**src/rtl/seat_booking_if.sv**
```systemverilog
// -----------------------------------------------------------------------------
// seat_booking_if
// Request/response bundle between the two booking terminals and the seat
// booking arbiter.
//   req_i    [1:0]  per-terminal request level, held until that terminal's ack
//   op_i     [1:0]  per-terminal op, 1=book, 0=cancel, stable while req is high
//   seat0_i  [3:0]  terminal 0 seat id, stable while req_i[0]=1
//   seat1_i  [3:0]  terminal 1 seat id, stable while req_i[1]=1
//   ack_o    [1:0]  one-hot single-cycle completion pulse per terminal
//   ok_o            verdict, meaningful only while ack_o is non-zero
// The master modport is the terminal side, the slave modport the arbiter.
// -----------------------------------------------------------------------------
interface seat_booking_if;
  logic [1:0] req_i;
  logic [1:0] op_i;
  logic [3:0] seat0_i;
  logic [3:0] seat1_i;
  logic [1:0] ack_o;
  logic       ok_o;

  modport master (
    output req_i, op_i, seat0_i, seat1_i,
    input  ack_o, ok_o
  );

  modport slave (
    input  req_i, op_i, seat0_i, seat1_i,
    output ack_o, ok_o
  );
endinterface

```
**src/rtl/seat_booking_arbiter.sv**
```systemverilog
// -----------------------------------------------------------------------------
// seat_booking_arbiter
// Serialises book/cancel requests from two terminals onto one seat-occupancy
// map. Terminals are served round-robin; each transaction takes three cycles
// (IDLE -> CHECK -> RESP) and ends with a one-cycle ack carrying a pass/fail
// verdict. A "release all seats" command empties the map via the CLR state.
//
// Parameters
//   N_SEATS  number of seats (2..16), seat ids 0..N_SEATS-1
//   CW       sold-count width, >= $clog2(N_SEATS+1)
// Ports
//   clk, rst_n   clock, asynchronous active-low reset
//   bus          terminal request/ack bundle (slave side)
//   clr_i        level "release all seats" command, wins over requests
//   busy_o       high in every state except IDLE
//   seat_map_o   bit i set = seat i sold
//   sold_cnt_o   number of sold seats
//   full_o       every seat sold
//   last_gnt_o   most recently granted terminal (1 after reset)
// -----------------------------------------------------------------------------
module seat_booking_arbiter #(
  parameter int N_SEATS = 16,
  parameter int CW      = 5
) (
  input  logic               clk,
  input  logic               rst_n,
  seat_booking_if.slave      bus,
  input  logic               clr_i,
  output logic               busy_o,
  output logic [N_SEATS-1:0] seat_map_o,
  output logic [CW-1:0]      sold_cnt_o,
  output logic               full_o,
  output logic               last_gnt_o
);

  typedef enum logic [1:0] {
    S_IDLE  = 2'd0,
    S_CHECK = 2'd1,
    S_RESP  = 2'd2,
    S_CLR   = 2'd3
  } state_t;

  state_t             state_q, state_d;

  // Latched transaction
  logic               gnt_q;
  logic               op_q;
  logic [3:0]         seat_q;
  logic               ok_q;

  // Booking state
  logic [N_SEATS-1:0] map_q;
  logic [CW-1:0]      cnt_q;
  logic               last_q;

  // Combinational helpers
  logic               take;
  logic               gnt_sel;
  logic               op_sel;
  logic [3:0]         seat_sel;
  logic [N_SEATS-1:0] seat_mask;
  logic               seat_valid;
  logic               seat_sold;
  logic               verdict;

  // ---------------------------------------------------------------------------
  // Round-robin pick: with both terminals requesting, the one not served last
  // wins; otherwise whichever terminal is requesting.
  // ---------------------------------------------------------------------------
  always_comb begin
    if (bus.req_i == 2'b11) gnt_sel = ~last_q;
    else                    gnt_sel = bus.req_i[1];
  end

  assign op_sel   = gnt_sel ? bus.op_i[1] : bus.op_i[0];
  assign seat_sel = gnt_sel ? bus.seat1_i : bus.seat0_i;

  // ---------------------------------------------------------------------------
  // Next-state logic
  // ---------------------------------------------------------------------------
  always_comb begin
    // NOTE: every variable written here gets a default first, so no path can
    // leave one unassigned and infer a latch.
    state_d = state_q;
    take    = 1'b0;
    unique case (state_q)
      S_IDLE: begin
        if (clr_i) begin
          state_d = S_CLR;
        end else if (|bus.req_i) begin
          state_d = S_CHECK;
          take    = 1'b1;
        end
      end
      S_CHECK: state_d = S_RESP;
      S_RESP:  state_d = S_IDLE;
      S_CLR:   state_d = S_IDLE;
      default: state_d = S_IDLE;
    endcase
  end

  always_ff @(posedge clk or negedge rst_n) begin
    // NOTE: sequential state is always assigned with <= so every flop samples
    // pre-edge values regardless of statement order.
    if (!rst_n) state_q <= S_IDLE;
    else        state_q <= state_d;
  end

  // ---------------------------------------------------------------------------
  // Seat decode: a one-hot mask of the latched seat id. An id at or beyond
  // N_SEATS matches no bit, which makes it invalid without indexing past the
  // map.
  // ---------------------------------------------------------------------------
  always_comb begin
    seat_mask = '0;
    for (int i = 0; i < N_SEATS; i++) begin
      seat_mask[i] = (seat_q == 4'(i));
    end
  end

  assign seat_valid = |seat_mask;
  assign seat_sold  = |(map_q & seat_mask);
  // Book needs a free seat, cancel needs a sold one.
  assign verdict    = seat_valid & (op_q ? ~seat_sold : seat_sold);

  // ---------------------------------------------------------------------------
  // Datapath. The map and count are written on the edge leaving CHECK, so the
  // new values appear in the same cycle as the ack.
  // ---------------------------------------------------------------------------
  always_ff @(posedge clk or negedge rst_n) begin
    if (!rst_n) begin
      // NOTE: the seat map is a plain flop vector, not a RAM, and must be
      // cleared by reset, so it sits in the reset branch with everything else.
      gnt_q  <= 1'b0;
      op_q   <= 1'b0;
      seat_q <= '0;
      ok_q   <= 1'b0;
      map_q  <= '0;
      cnt_q  <= '0;
      last_q <= 1'b1;
    end else begin
      if (take) begin
        gnt_q  <= gnt_sel;
        op_q   <= op_sel;
        seat_q <= seat_sel;
        last_q <= gnt_sel;
      end

      if (state_q == S_CHECK) begin
        ok_q <= verdict;
        if (verdict) begin
          if (op_q) begin
            map_q <= map_q | seat_mask;
            cnt_q <= cnt_q + CW'(1);
          end else begin
            map_q <= map_q & ~seat_mask;
            cnt_q <= cnt_q - CW'(1);
          end
        end
      end

      if (state_q == S_CLR) begin
        map_q <= '0;
        cnt_q <= '0;
      end
    end
  end

  // ---------------------------------------------------------------------------
  // Outputs
  // ---------------------------------------------------------------------------
  always_comb begin
    bus.ack_o = 2'b00;
    if (state_q == S_RESP) bus.ack_o = gnt_q ? 2'b10 : 2'b01;
  end

  assign bus.ok_o   = (state_q == S_RESP) & ok_q;
  assign busy_o     = (state_q != S_IDLE);
  assign seat_map_o = map_q;
  assign sold_cnt_o = cnt_q;
  assign full_o     = (cnt_q == CW'(N_SEATS));
  assign last_gnt_o = last_q;

endmodule

```
**src/flat_wrapper.sv**
```systemverilog
// flat-port wrapper written by rule: the top's interface ports become plain ports
module seat_booking_arbiter_flat 
#(
  parameter int N_SEATS = 16,
  parameter int CW      = 5
)
  (clk, rst_n, clr_i, busy_o, seat_map_o, sold_cnt_o, full_o, last_gnt_o, bus_req_i, bus_op_i, bus_seat0_i, bus_seat1_i, bus_ack_o, bus_ok_o);
  seat_booking_if bus_i ();
  input  logic clk;
  input  logic rst_n;
  input  logic clr_i;
  output logic busy_o;
  output logic [N_SEATS-1:0] seat_map_o;
  output logic [CW-1:0] sold_cnt_o;
  output logic full_o;
  output logic last_gnt_o;
  input wire logic [$bits(bus_i.req_i)-1:0] bus_req_i;
  input wire logic [$bits(bus_i.op_i)-1:0] bus_op_i;
  input wire logic [$bits(bus_i.seat0_i)-1:0] bus_seat0_i;
  input wire logic [$bits(bus_i.seat1_i)-1:0] bus_seat1_i;
  output wire logic [$bits(bus_i.ack_o)-1:0] bus_ack_o;
  output wire logic [$bits(bus_i.ok_o)-1:0] bus_ok_o;
  assign bus_i.req_i = bus_req_i;
  assign bus_i.op_i = bus_op_i;
  assign bus_i.seat0_i = bus_seat0_i;
  assign bus_i.seat1_i = bus_seat1_i;
  assign bus_ack_o = bus_i.ack_o;
  assign bus_ok_o = bus_i.ok_o;
  seat_booking_arbiter #(.N_SEATS(N_SEATS), .CW(CW)) u_core (.clk(clk), .rst_n(rst_n), .bus(bus_i), .clr_i(clr_i), .busy_o(busy_o), .seat_map_o(seat_map_o), .sold_cnt_o(sold_cnt_o), .full_o(full_o), .last_gnt_o(last_gnt_o));
endmodule
```
**config.mk**
```make
export PLATFORM = sky130hd
export DESIGN_NAME = seat_booking_arbiter_flat
export DESIGN_NICKNAME = d
export VERILOG_FILES = /design/src/rtl/seat_booking_if.sv /design/src/rtl/seat_booking_arbiter.sv /design/src/flat_wrapper.sv
export SDC_FILE = /design/constraint.sdc
export NUM_CORES = 1
export LEC_CHECK = 0
export BUFFER_PORTS_ARGS = -buffer_cell sky130_fd_sc_hd__buf_4
export CORE_MARGIN = 4
export CORE_UTILIZATION = 57
export CTS_BUF_LIST = sky130_fd_sc_hd__clkbuf_4 sky130_fd_sc_hd__clkbuf_8
export CTS_CLUSTER_DIAMETER = 30
export CTS_CLUSTER_SIZE = 30
export DETAILED_ROUTE_END_ITERATION = 6
export GPL_ROUTABILITY_DRIVEN = 1
export PLACE_DENSITY = 0.83
export SLEW_MARGIN = 0
export SYNTH_ARGS = -nofsm -noshare
export SYNTH_HDL_FRONTEND = slang
export SYNTH_SLANG_ARGS = --single-unit
```
**constraint.sdc**
```tcl
create_clock -name clk -period 2.47 [get_ports clk]
set_input_delay 0.247 -clock clk [delete_from_list [all_inputs] [get_ports clk]]
set_output_delay 0.247 -clock clk [all_outputs]
set_load 0.005 [all_outputs]
```
Word-level counts from Yosys, hierarchy flattened:

Cells that the tools add are included.

* output and inout port bits: 27
* bits in registers: 31
* memory bits (read-only): 0
* logic and storage cells: 69
* latch bits: 0
* memory bits (writable): 0
* memories: 0

* multipliers: 0
* equal/unequal tests: 21
* divide/modulo/power cells: 0
* $add $sub $neg: 2
* bitwise operators: 8
* reduce and logical (&&, ||, !) cells: 10
* shift operators: 0
* magnitude comparators: 0
* multiplexer cells: 20

Operators with widths (number)
* two-way mux 16 bit: 4
* bitwise AND 16 bit: 2
* equality test 4 bit, second input constant: 8
* OR reduction 16 bit: 2
* two-way mux 5 bit: 4
* equality test 4 x 3 -> 1 bit, second input constant: 4
* NOT 16 bit: 1
* bitwise OR 16 bit: 1
* equality test 4 x 2 -> 1 bit, second input constant: 2
* two-way mux 2 bit: 4
* equality test 2 bit, second input constant: 3
* two-way mux 1 bit: 6
* one-hot mux 2 bit (3 select lines): 1
* nonzero test 2 bit: 3
* adder 5 x 1 -> 5 bit, second input constant: 1
* equality test 5 bit, second input constant: 1
* subtractor 5 x 1 -> 5 bit, second input constant: 1
* equality test 4 x 1 -> 1 bit, second input constant: 1
* zero test 4 bit: 1
* two-way mux 4 bit: 1
* OR reduction 2 bit: 2
* inequality test 3 x 2 -> 1 bit, second input constant: 1
* bitwise AND 1 bit: 2
* equality test 2 x 1 -> 1 bit, second input constant: 1
* other kinds (3): 4

Depth between registers and ports, before layout:

Gate-level depths: netlist of the first run.

* depth after elaboration: 9
* depth in mapped cells: 9
* mapped depth without buffers: 7

Worst setup path after synthesis of the first run:

OpenSTA, ideal clock, no wires.

* kind: register to register
* start: register u_core.op_q
* end: register u_core.cnt_q[4] (netlist: u_core.sold_cnt_o[4])
* library setup time: 0.101 ns
* setup slack: 0.409 ns
* clock period less this slack: 2.061 ns
* data required time: 2.369 ns
* arrival time: 1.960 ns
* cell stages (with the launch flop): 9
* path through: dfrtp_1 > clkbuf_1 > inv_1 > ha_1 > a21o_1 > a21oi_1 > or4_4 > and2_4 > o311ai_2

* cells in the longest elaborated chain, start to end: 4

RTL lines
* start, declared: RTL line seat_booking_arbiter.sv:47 `logic op_q;`
* start signal, assigned: RTL line seat_booking_arbiter.sv:144 `op_q <= op_sel;`
* two-way mux 5 bit / two-way mux 1 bit (equally long branches): RTL line seat_booking_arbiter.sv:152, seat_booking_arbiter.sv:124
* two-way mux 5 bit / bitwise AND 1 bit (equally long branches): RTL line seat_booking_arbiter.sv:151, seat_booking_arbiter.sv:124
* two-way mux 5 bit / nonzero test 2 bit (equally long branches)
* two-way mux 5 bit / AND reduction 2 bit (equally long branches)
* end signal, assigned: RTL line seat_booking_arbiter.sv:154 `cnt_q <= cnt_q + CW'(1);`
* end signal, assigned: RTL line seat_booking_arbiter.sv:157 `cnt_q <= cnt_q - CW'(1);`
* end, declared: RTL line seat_booking_arbiter.sv:53 `logic [CW-1:0] cnt_q;`

Parallel ways exist; a longest one is shown, timed or not. The select of a mux whose other input is x is not followed.
A chain may end at the register's enable or synchronous reset.

Final worst setup path of the first run:

* start: register u_core.seat_q[3]
* end: register u_core.map_q[6] (netlist: u_core.seat_map_o[6])

* cells in the longest elaborated chain, start to end: 8

RTL lines
* start, declared: RTL line seat_booking_arbiter.sv:48 `logic [3:0] seat_q;`
* start signal, assigned: RTL line seat_booking_arbiter.sv:145 `seat_q <= seat_sel;`
* equality test 4 x 1 -> 1 bit (tied with other cells): RTL line seat_booking_arbiter.sv:117 `seat_mask[i] = (seat_q == 4'(i));`
* bitwise AND 16 bit: RTL line seat_booking_arbiter.sv:122 `assign seat_sold = |(map_q & seat_mask);`
* OR reduction 16 bit: RTL line seat_booking_arbiter.sv:122
* NOT 1 bit: RTL line seat_booking_arbiter.sv:124 `assign verdict = seat_valid & (op_q ? ~seat_sold : seat_sold);`
* two-way mux 1 bit: RTL line seat_booking_arbiter.sv:124
* bitwise AND 1 bit: RTL line seat_booking_arbiter.sv:124
* nonzero test 2 bit (no line)
* AND reduction 2 bit (no line)
* end signal, assigned: RTL line seat_booking_arbiter.sv:153 `map_q <= map_q | seat_mask;`
* end signal, assigned: RTL line seat_booking_arbiter.sv:156 `map_q <= map_q & ~seat_mask;`
* end, declared: RTL line seat_booking_arbiter.sv:52 `logic [N_SEATS-1:0] map_q;`

Parallel ways exist; a longest one is shown, timed or not. The select of a mux whose other input is x is not followed.

==> results of run 1 <==
[logic make-up after synthesis]
kind of cell,after synthesis
xor gates and xnor gates,2
DFF,31
adders and majority gates,4
buffers and inverters,27
and+or+nand+nor,79
muxes,8
AOI/OAI and AO/OA,71
[stage by stage]
step / utilization, % / hold slack, ns / worst slack (ns)
after detailed placement: 69.61 / 0.1944 / 0.04973
after CTS: 72.06 / 0.08350 / 0.01212
after floorplan: - / -0.04859 / 0.4094
after global placement: 69.61 / 0.1926 / 0.1312
after global routing: 72.40 / 0.1049 / 0.006167
final: 72.40 / 0.08548 / 0.1278
[power breakdown]
part	switching (mW)	leakage, nW	internal, mW
sequential	0.330	0.393	0.719
clock	0.181	0.0420	0.178
combinational	0.936	0.651	0.805
total	1.45	1.09	1.70
[worst max-delay path, cell delays in order, from the launching register on]
cell and delay [ns]:
dfrtp_2 0.48, mux2_2 0.35, a32oi_1 0.16, nand4_1 0.23, buf_4 0.23, nor2_4 0.17
and4bb_2 0.30, a221oi_1 0.31
[final timing paths]
| path | start | endpoint | slack [ns] | depth (start not counted) |
|---|---|---|---|---|
| worst min register to register | u_core.ok_q$_DFFE_PN0P_ | u_core.ok_q$_DFFE_PN0P_ | 0.52 | 2 |
| worst max-delay path | u_core.seat_q[3]$_DFFE_PN0P_ | u_core.seat_map_o[6]$_DFFE_PN0P_ | 0.13 | 7 |
| worst max register to register | u_core.seat_q[3]$_DFFE_PN0P_ | u_core.seat_map_o[6]$_DFFE_PN0P_ | 0.13 | 7 |
| min in group asynchronous | rst_n | u_core.seat_map_o[15]$_DFFE_PN0P_ | 0.36 | 2 |
| max in group asynchronous | rst_n | u_core.last_gnt_o$_DFFE_PN1P_ | 1.77 | 2 |
| worst min-delay path | bus_req_i[0] | u_core.last_gnt_o$_DFFE_PN1P_ | 0.09 | 2 |
[cells in the final DEF, fill, tap and decap left out, types with 2 or more instances in the layout]
cell type	instances
buf_4	48
dfrtp_1	26
nand2_1	19
o21ai_0	16
a21oi_1	15
nor2_1	12
inv_1	11
nor3_1	9
nand2b_1	8
mux2i_1	7
o211ai_1	7
clkbuf_4	6
o31ai_1	5
nor3b_1	4
nand3_1	4
a41oi_1	4
a221oi_1	4
o32ai_1	4
dfrtp_2	4
nor2b_1	3
o311ai_2	3
ha_1	3
or2_2	2
and2_1	2
and2b_1	2
nand4_1	2
a31oi_1	2
a21o_1	2
o311ai_1	2
clkbuf_8	2
[repair_timing]
item	4_1_cts	5_1_grt
endpoints found under the hold margin	30	0
resized for setup	0	6
endpoints found under the setup margin	0	18
hold buffers	1	0
[routing by layer]
| layer | GRT usage (%) | vias up | wire length, um |
|---|---|---|---|
| li1 | - | 907 | - |
| met1 | 31.61 | 906 | 2238 |
| met2 | 37.91 | 90 | 2355 |
| met3 | 4.493 | 13 | 387 |
| met4 | 11.14 | 0 | 106 |
| met5 | 0 | - | 0 |
[state kept, by name, summed over array words and instances, names as in the netlist]
| name | cells |
|---|---|
| u_core.seat_map_o | 16 |
| u_core.op_q | 1 |
| u_core.seat_q | 4 |
| u_core.state_q | 2 |
| u_core.ok_q | 1 |
| u_core.gnt_q | 1 |
| u_core.last_gnt_o | 1 |
| u_core.sold_cnt_o | 5 |
[area by class of cell]
class / count / area (sq um)
fill: 276 / 928.4
tap: 46 / 57.56
inverter: 11 / 41.29
sequential: 31 / 782.0
timing repair buffer: 49 / 370.4
multi-input combinational: 164 / 1111
clock buffer: 8 / 72.57
==> impl_metrics.json, run 1 <==
{
  "worstSetupStartpointType": "flip-flop",
  "cts_tree": "yes",
  "setup_tns_ns": 0,
  "powerDensity_nw_per_um2": 1294,
  "cp.arrival_ns": 2.57,
  "die_y_um": 67.43,
  "hp-class": "primary input to flip-flop",
  "htreeDepth": 2,
  "clk_pin_slew_ns": 0.11,
  "numCtsBuffers": 5,
  "first_iter_violations": 183,
  "synth_top_cell_area_share_pct": 37.29,
  "avgSynthCellArea_sq_um": 9.068,
  "synth-adder-area-share_pct": 2.859,
  "ys_warn_count": 0,
  "path_class": "flip-flop to flip-flop",
  "syn_inst": 222,
  "synth_nets": 241,
  "final_area_sq_um": 2435,
  "grt_max_degree": 32,
  "cap_violations": 0,
  "die_w_um": 67.43,
  "timing.critical_path.fanout_max": 11,
  "layout_min_cycle_time_ns": 2.342,
  "routed_wl_mm": 5.088,
  "dp.cells": 300,
  "yosysMostFrequentCell": "dfrtp_1",
  "synth_top_family_by_area": "compound AO/OA/AOI/OAI gates",
  "finClkSkew_ns": 0.01177,
  "synth_top_area_cell": "dfrtp_1",
  "slew_headroom_pct": 57.17,
  "ys_top_cells_by_area": "dfrtp_1 37%, o21ai_0 4.0%, a21oi_1 3.7%, nand2_1 3.5%, mux2i_1 3.5%",
  "worstPathRequired_ns": 2.70,
  "num_rows": 21,
  "worstSkewPairLatency_ns": 0.35,
  "grt_pass1_wl_mm": 8.197,
  "hold_viol_final": 0,
  "cts-root-buf": "clkbuf_4",
  "clock_path_buffers": 2,
  "initial_core_util_pct": 59.86,
  "syn_area_sq_um": 2013,
  "fp.dieArea_sq_um": 4547,
  "viasPerCell": 6.201,
  "synth_xor_area_share_pct": 0.8701,
  "finalMaxSlewViolations": 0,
  "drive_gt1_share_pct": 29.28,
  "synthMuxAreaShare_pct": 4.040,
  "synth_cell_types": 52,
  "yosys.area_share.simple_pct": 21.69,
  "min_period_over_period_pct": 94.82,
  "antenna_cells": 0,
  "core_sq_um": 3363,
  "synth_flop_cell": "dfrtp_1",
  "cts_sinks": 31,
  "nets": 281,
  "ant_nets": 0,
  "postCtsSetupRepairBufs": 0,
  "grt_pass1_vias": 1769,
  "io_pins": 42,
  "dp_hpwl_mm": 3.582,
  "status": "complete, no violations",
  "end_kind": "flip-flop",
  "gp_congestion": 0.9406,
  "synth-edff-count": 0,
  "synth_common_cells": "30 x dfrtp_1, 19 x nand2_1, 16 x o21ai_0",
  "port-buffer-count": 41,
  "antenna_found_initial": 0,
  "num_vias": 1916,
  "route.detailed.drc": 0,
  "post_dp_cell_area_sq_um": 2341,
  "rsz0062_at_grt": "false",
  "ir_drop_v": 0.0007969,
  "fin_cells": 309,
  "synthArstFlopShare_pct": 100.0,
  "wl_per_cell_um": 16.47,
  "p_leak_nw": 1.086,
  "synth-compound-area-share_pct": 25.42,
  "area_growth_pct": 20.94,
  "grt_usage_pct": 23.93,
  "setup_viol": 0,
  "ys_seq_area_share_pct": 38.60,
  "synth_seq_cells": 31,
  "firstDrtPassIters": 4,
  "tightest_slew_ns": 0.6410,
  "finalPower_mw": 3.150,
  "fmax_ghz": 0.4270,
  "grt.overflow.total": 0
}
Note: power is estimated with default switching activity, not from simulation.
==> inputs of run 2 (changes only) <==
--- a/config.mk
+++ b/config.mk
@@ -7,14 +7,13 @@
 export LEC_CHECK = 0
 export BUFFER_PORTS_ARGS = -buffer_cell sky130_fd_sc_hd__buf_4
 export CORE_MARGIN = 4
-export CORE_UTILIZATION = 57
+export CORE_UTILIZATION = 60
 export CTS_BUF_LIST = sky130_fd_sc_hd__clkbuf_4 sky130_fd_sc_hd__clkbuf_8
 export CTS_CLUSTER_DIAMETER = 30
 export CTS_CLUSTER_SIZE = 30
 export DETAILED_ROUTE_END_ITERATION = 6
 export GPL_ROUTABILITY_DRIVEN = 1
-export PLACE_DENSITY = 0.83
-export SLEW_MARGIN = 0
+export PLACE_DENSITY = 0.86
 export SYNTH_ARGS = -nofsm -noshare
 export SYNTH_HDL_FRONTEND = slang
 export SYNTH_SLANG_ARGS = --single-unit
==> constraint.sdc (replaced) <==
create_clock -name clk -period 2.7 [get_ports clk]
set_input_delay 0.27 -clock clk [delete_from_list [all_inputs] [get_ports clk]]
set_output_delay 0.27 -clock clk [all_outputs]
set_load 0.005 [all_outputs]
==> run 2 against run 1 <==
First-iteration DRC count increased by 1.1%; sequential share of layout area increased by 0.076 points; total power decreased by 9.7%; non-clock buffer count decreased by 1; clock power decreased by 10%; global-route usage increased by 1.4 points; hold slack improved by 0.018 ns; via count decreased by 2.7%; register-to-register slack improved by 0.095 ns; combinational power decreased by 9%.
==> impl_metrics.json, run 2 (same netlist as run 1, synthesis figures left out) <==
{
  "cts_tree": "yes",
  "worstPathRequired_ns": 2.94,
  "tightest_slew_ns": 0.6595,
  "routed_wl_mm": 5.090,
  "end_kind": "flip-flop",
  "dp_hpwl_mm": 3.791,
  "largest_reg_flops": 16,
  "layout_min_cycle_time_ns": 2.477,
  "die_w_um": 65.93,
  "seqCellArea_sq_um": 777.0,
  "io_pins": 42,
  "postCtsSetupRepairBufs": 0,
  "area_growth_pct": 19.89,
  "rsz0062_at_grt": "false",
  "firstDrtPassIters": 4,
  "final_area_sq_um": 2414,
  "layout_commonest_cell": "buf_4",
  "first_iter_violations": 185,
  "setup_ws_ns": 0.2229,
  "grt_usage_pct": 25.33,
  "initial_core_util_pct": 64.36,
  "status": "complete, no violations",
  "num_vias": 1864,
  "cts-root-buf": "clkbuf_4",
  "htreeDepth": 2,
  "slew_headroom_pct": 55.94,
  "path_class": "flip-flop to flip-flop",
  "fmax_ghz": 0.4037,
  "utilization_pct": 77.16,
  "cap_violations": 0,
  "numCtsBuffers": 5,
  "timing.hold.ws_ns": 0.1036,
  "grt_max_degree": 32,
  "final_cell_mix": "47 x buf_4, 30 x dfrtp_1, 19 x nand2_1",
  "cpMaxStageDelayCell": "dfrtp_1",
  "num_rows": 20,
  "setup_tns_ns": 0,
  "gp_congestion": 0.9680,
  "clk_pin_slew_ns": 0.09,
  "antenna_cells": 0,
  "nets": 280,
  "finClkSkew_ns": 0.003013,
  "cts_sinks": 31,
  "fin_cells": 306,
  "timing.critical_path.fanout_max": 10,
  "place_ws_ns": 0.2468,
  "setup_viol": 0,
  "fill_cells": 231,
  "powerDensity_nw_per_um2": 1179,
  "grt_pass1_wl_mm": 8.307,
  "clock_path_buffers": 2,
  "ant_nets": 0,
  "ir_drop_v": 0.0007039,
  "wl_per_cell_um": 16.63,
  "hold_viol_final": 0,
  "worstSetupStartpointType": "flip-flop",
  "min_period_over_period_pct": 91.74,
  "route.detailed.drc": 0,
  "viasPerCell": 6.092,
  "worstSkewPairLatency_ns": 0.34,
  "finalPower_mw": 2.845,
  "port-buffer-count": 41,
  "cp.arrival_ns": 2.71,
  "finalMaxSlewViolations": 0,
  "multi_input_area_sq_um": 1105,
  "hp-class": "primary input to flip-flop",
  "antenna_found_initial": 0,
  "drive_gt1_share_pct": 26.72,
  "fp.dieArea_sq_um": 4346,
  "die_y_um": 65.93,
  "dp.cells": 297,
  "core_sq_um": 3128,
  "post_dp_cell_area_sq_um": 2331,
  "p_leak_nw": 1.079,
  "grt.overflow.total": 0,
  "cp_slowest_stage_delay_ns": 0.46,
  "grt_pass1_vias": 1741,
  "worstPathCellList": "buf_4 > or3b_2 > a21oi_1 > o32a_1 > nor3_2 > or2_4 > o311ai_1"
}
run 2: cell count changes in the layout (fill, tap and decap cells not counted):
cell / change
nand3_1: +1
o32a_1: +1
dfrtp_1: +4
o32a_2: -1
dfrtp_2: -4
nand3_2: -1
buf_4: -1
run 2: path summary, 6_finish.rpt:
check | from | to | slack (ns) | depth (start not counted)
setup / recovery | u_core.seat_q[3]$_DFFE_PN0P_ | u_core.sold_cnt_o[2]$_DFFE_PN0P_ | 0.22 | 7
hold / removal | bus_req_i[0] | u_core.last_gnt_o$_DFFE_PN1P_ | 0.10 | 2
setup reg to reg | u_core.seat_q[3]$_DFFE_PN0P_ | u_core.sold_cnt_o[2]$_DFFE_PN0P_ | 0.22 | 7
hold reg to reg | u_core.ok_q$_DFFE_PN0P_ | u_core.ok_q$_DFFE_PN0P_ | 0.50 | 2
max in group asynchronous | rst_n | u_core.last_gnt_o$_DFFE_PN1P_ | 1.98 | 2
min in group asynchronous | rst_n | u_core.seat_map_o[13]$_DFFE_PN0P_ | 0.39 | 2
run 2: layout make-up:
class	count	area share, %
Clock buffer	8	3.007
Inverter	11	1.711
Multi-Input combinational cell	164	45.78
Sequential cell	31	32.19
Tap cell	44	2.281
Timing Repair Buffer	48	15.03
run 2: where the power goes:
part | switching (mW) | internal, mW
Sequential | 0.282 | 0.652
Clock | 0.160 | 0.163
Combinational | 0.863 | 0.725
run 2: worst max-delay path, delay by kind of cell (launching register included):
kind	cells	cell delay [ns]
AO/OA/AOI/OAI	3	0.83
buffers and inverters	1	0.20
flip-flops	1	0.46
AND/OR/NAND/NOR	3	0.88
run 2: layer usage:
metal  routed length, um  part of all wire (%)  track usage, %
met2                2586                    51           43.43
met1                2108                    41           31.21
met5                   0                     0               0
met4                  74                   1.5           7.772
met3                 321                   6.3           6.122
run 2: what timing repair did:
item,in CTS,in global routing
resized for setup,0,0
hold buffers,1,0
endpoints found under the hold margin,30,0
==> inputs of run 3 (changes only) <==
--- a/config.mk
+++ b/config.mk
@@ -13,7 +13,7 @@
 export CTS_CLUSTER_SIZE = 30
 export DETAILED_ROUTE_END_ITERATION = 6
 export GPL_ROUTABILITY_DRIVEN = 1
-export PLACE_DENSITY = 0.86
+export PLACE_DENSITY_LB_ADDON = 0.1
 export SYNTH_ARGS = -nofsm -noshare
 export SYNTH_HDL_FRONTEND = slang
 export SYNTH_SLANG_ARGS = --single-unit
==> run 3 against run 2 <==
Worst setup slack better by 0.076 ns; design area rose by 0.62%; critical path depth did not move; sequential share of layout area shrank 0.20 points; maximum frequency up 3.2%; wire length down 2.4%; global-route usage is 1.2 points higher; core utilization increased by 0.48 points; count of clock-buffer cells in the layout did not move; hold slack better by 0.0091 ns; total power grew 0.62%; largest power group unchanged.
==> impl_metrics.json, run 3 (same netlist as run 1, synthesis figures left out) <==
{
  "ir_drop_v": 0.0007568,
  "tightest_slew_ns": 0.6089,
  "io_pins": 42,
  "timing.critical_path.fanout_max": 9,
  "swShare_pct": 45.36,
  "num_vias": 1900,
  "min_period_over_period_pct": 88.94,
  "worstSkewPairLatency_ns": 0.33,
  "grt_pass1_vias": 1836,
  "pwr-share-seq_pct": 31.8,
  "grt_max_degree": 32,
  "hp-class": "primary input to flip-flop",
  "intPower_mw": 1.564,
  "route.detailed.drc": 0,
  "rsz0062_at_grt": "false",
  "power_switching_mw": 1.299,
  "dp_hpwl_mm": 3.607,
  "nets": 282,
  "largest_reg_flops": 16,
  "grt_usage_pct": 26.54,
  "firstDrtPassIters": 5,
  "antenna_cells": 0,
  "viasPerCell": 6.169,
  "gp_congestion": 1.025,
  "cts_sinks": 31,
  "combPwrFrac_pct": 57.1,
  "p_leak_nw": 1.089,
  "numCtsBuffers": 5,
  "cp.arrival_ns": 2.58,
  "area_growth_pct": 20.63,
  "worstPathRequired_ns": 2.88,
  "slew_headroom_pct": 59.32,
  "initial_core_util_pct": 64.36,
  "status": "complete, no violations",
  "setup_tns_ns": 0,
  "wl_per_cell_um": 16.13,
  "die_w_um": 65.93,
  "fill_cells": 228,
  "final_cell_mix": "49 x buf_4, 30 x dfrtp_1, 19 x nand2_1",
  "fmax_ghz": 0.4164,
  "antenna_found_initial": 0,
  "finClkSkew_ns": 0.01018,
  "port-buffer-count": 41,
  "worstSetupStartpointType": "flip-flop",
  "finalMaxSlewViolations": 0,
  "core_sq_um": 3128,
  "pwr-share-clk_pct": 11.1,
  "ant_nets": 0,
  "final_area_sq_um": 2429,
  "seqCellArea_sq_um": 777.0,
  "clk_pin_slew_ns": 0.09,
  "grt_pass1_wl_mm": 8.735,
  "hold_viol_final": 0,
  "num_rows": 20,
  "postCtsSetupRepairBufs": 0,
  "die_y_um": 65.93,
  "clock_path_buffers": 2,
  "first_iter_violations": 164,
  "layout_commonest_cell": "buf_4",
  "grt.overflow.total": 0,
  "setup_viol": 0,
  "htreeDepth": 2,
  "end_kind": "flip-flop",
  "post_dp_cell_area_sq_um": 2346,
  "cts-root-buf": "clkbuf_4",
  "powerDensity_nw_per_um2": 1179,
  "cap_violations": 0,
  "routed_wl_mm": 4.968,
  "fp.dieArea_sq_um": 4346,
  "drive_gt1_share_pct": 27.27,
  "cts_tree": "yes",
  "multi_input_area_sq_um": 1105,
  "layout_min_cycle_time_ns": 2.401,
  "path_class": "flip-flop to flip-flop"
}
run 3: worst max-delay path: stages, from the launching register on:
cell      delay [ns]
dfrtp_1         0.48
or3b_2          0.49
a21oi_1         0.18
o32a_1          0.45
nor2_4          0.05
buf_4           0.16
and4bb_2        0.35
a221oi_1        0.10
run 3: metrics by stage:
step	instances	hold WS (ns)	worst slack [ns]	total power [mW]	util, %
after floorplan	222	-0.02559	0.6394	1.995	-
after global placement	299	0.2194	0.4097	2.499	75.00
after detailed placement	299	0.2253	0.4108	2.527	75.00
after CTS	308	0.09741	0.3612	2.857	77.64
after global routing	308	0.1060	0.09883	3.099	77.64
final	308	0.1128	0.2986	2.863	77.64
run 3: power by group through the flow:
stage	Sequential (mW)	Combinational, mW	Clock (mW)
2_1_floorplan	0.819	1.18	0
3_3_place_gp	0.910	1.59	0
3_5_place_dp	0.912	1.61	0
4_1_cts	0.903	1.62	0.329
5_1_grt	0.942	1.81	0.346
6_report	0.910	1.64	0.318
run 3: final timing paths:
path | start | endpoint | slack [ns] | depth (start not counted)
setup / recovery | u_core.seat_q[3]$_DFFE_PN0P_ | u_core.seat_map_o[6]$_DFFE_PN0P_ | 0.30 | 7
hold / removal | bus_req_i[0] | u_core.last_gnt_o$_DFFE_PN1P_ | 0.11 | 2
setup reg to reg | u_core.seat_q[3]$_DFFE_PN0P_ | u_core.seat_map_o[6]$_DFFE_PN0P_ | 0.30 | 7
hold reg to reg | u_core.seat_map_o[13]$_DFFE_PN0P_ | u_core.seat_map_o[13]$_DFFE_PN0P_ | 0.51 | 2
max in group asynchronous | rst_n | u_core.last_gnt_o$_DFFE_PN1P_ | 1.97 | 2
min in group asynchronous | rst_n | u_core.seat_map_o[5]$_DFFE_PN0P_ | 0.39 | 2
run 3: area by class of cell:
class,count,share of cell area (%)
clock buffers,8,2.988
inverters,11,1.700
multi-input cells,164,45.49
flip-flops and latches,31,31.99
well taps,44,2.267
repair buffers,50,15.56
run 3: routing by layer:
| metal | global-route usage (%) | wire length, um | share of wire (%) |
|---|---|---|---|
| met3 | 5.952 | 487 | 9.8 |
| met4 | 10.62 | 122 | 2.5 |
| met1 | 36.70 | 2183 | 44 |
| met5 | 0 | 0 | 0 |
| met2 | 40.05 | 2175 | 44 |
run 3: repair_timing:
action | 4_1_cts | 5_1_grt
hold endpoints to repair | 30 | 0
resized for setup | 0 | 0
hold buffers | 1 | 0
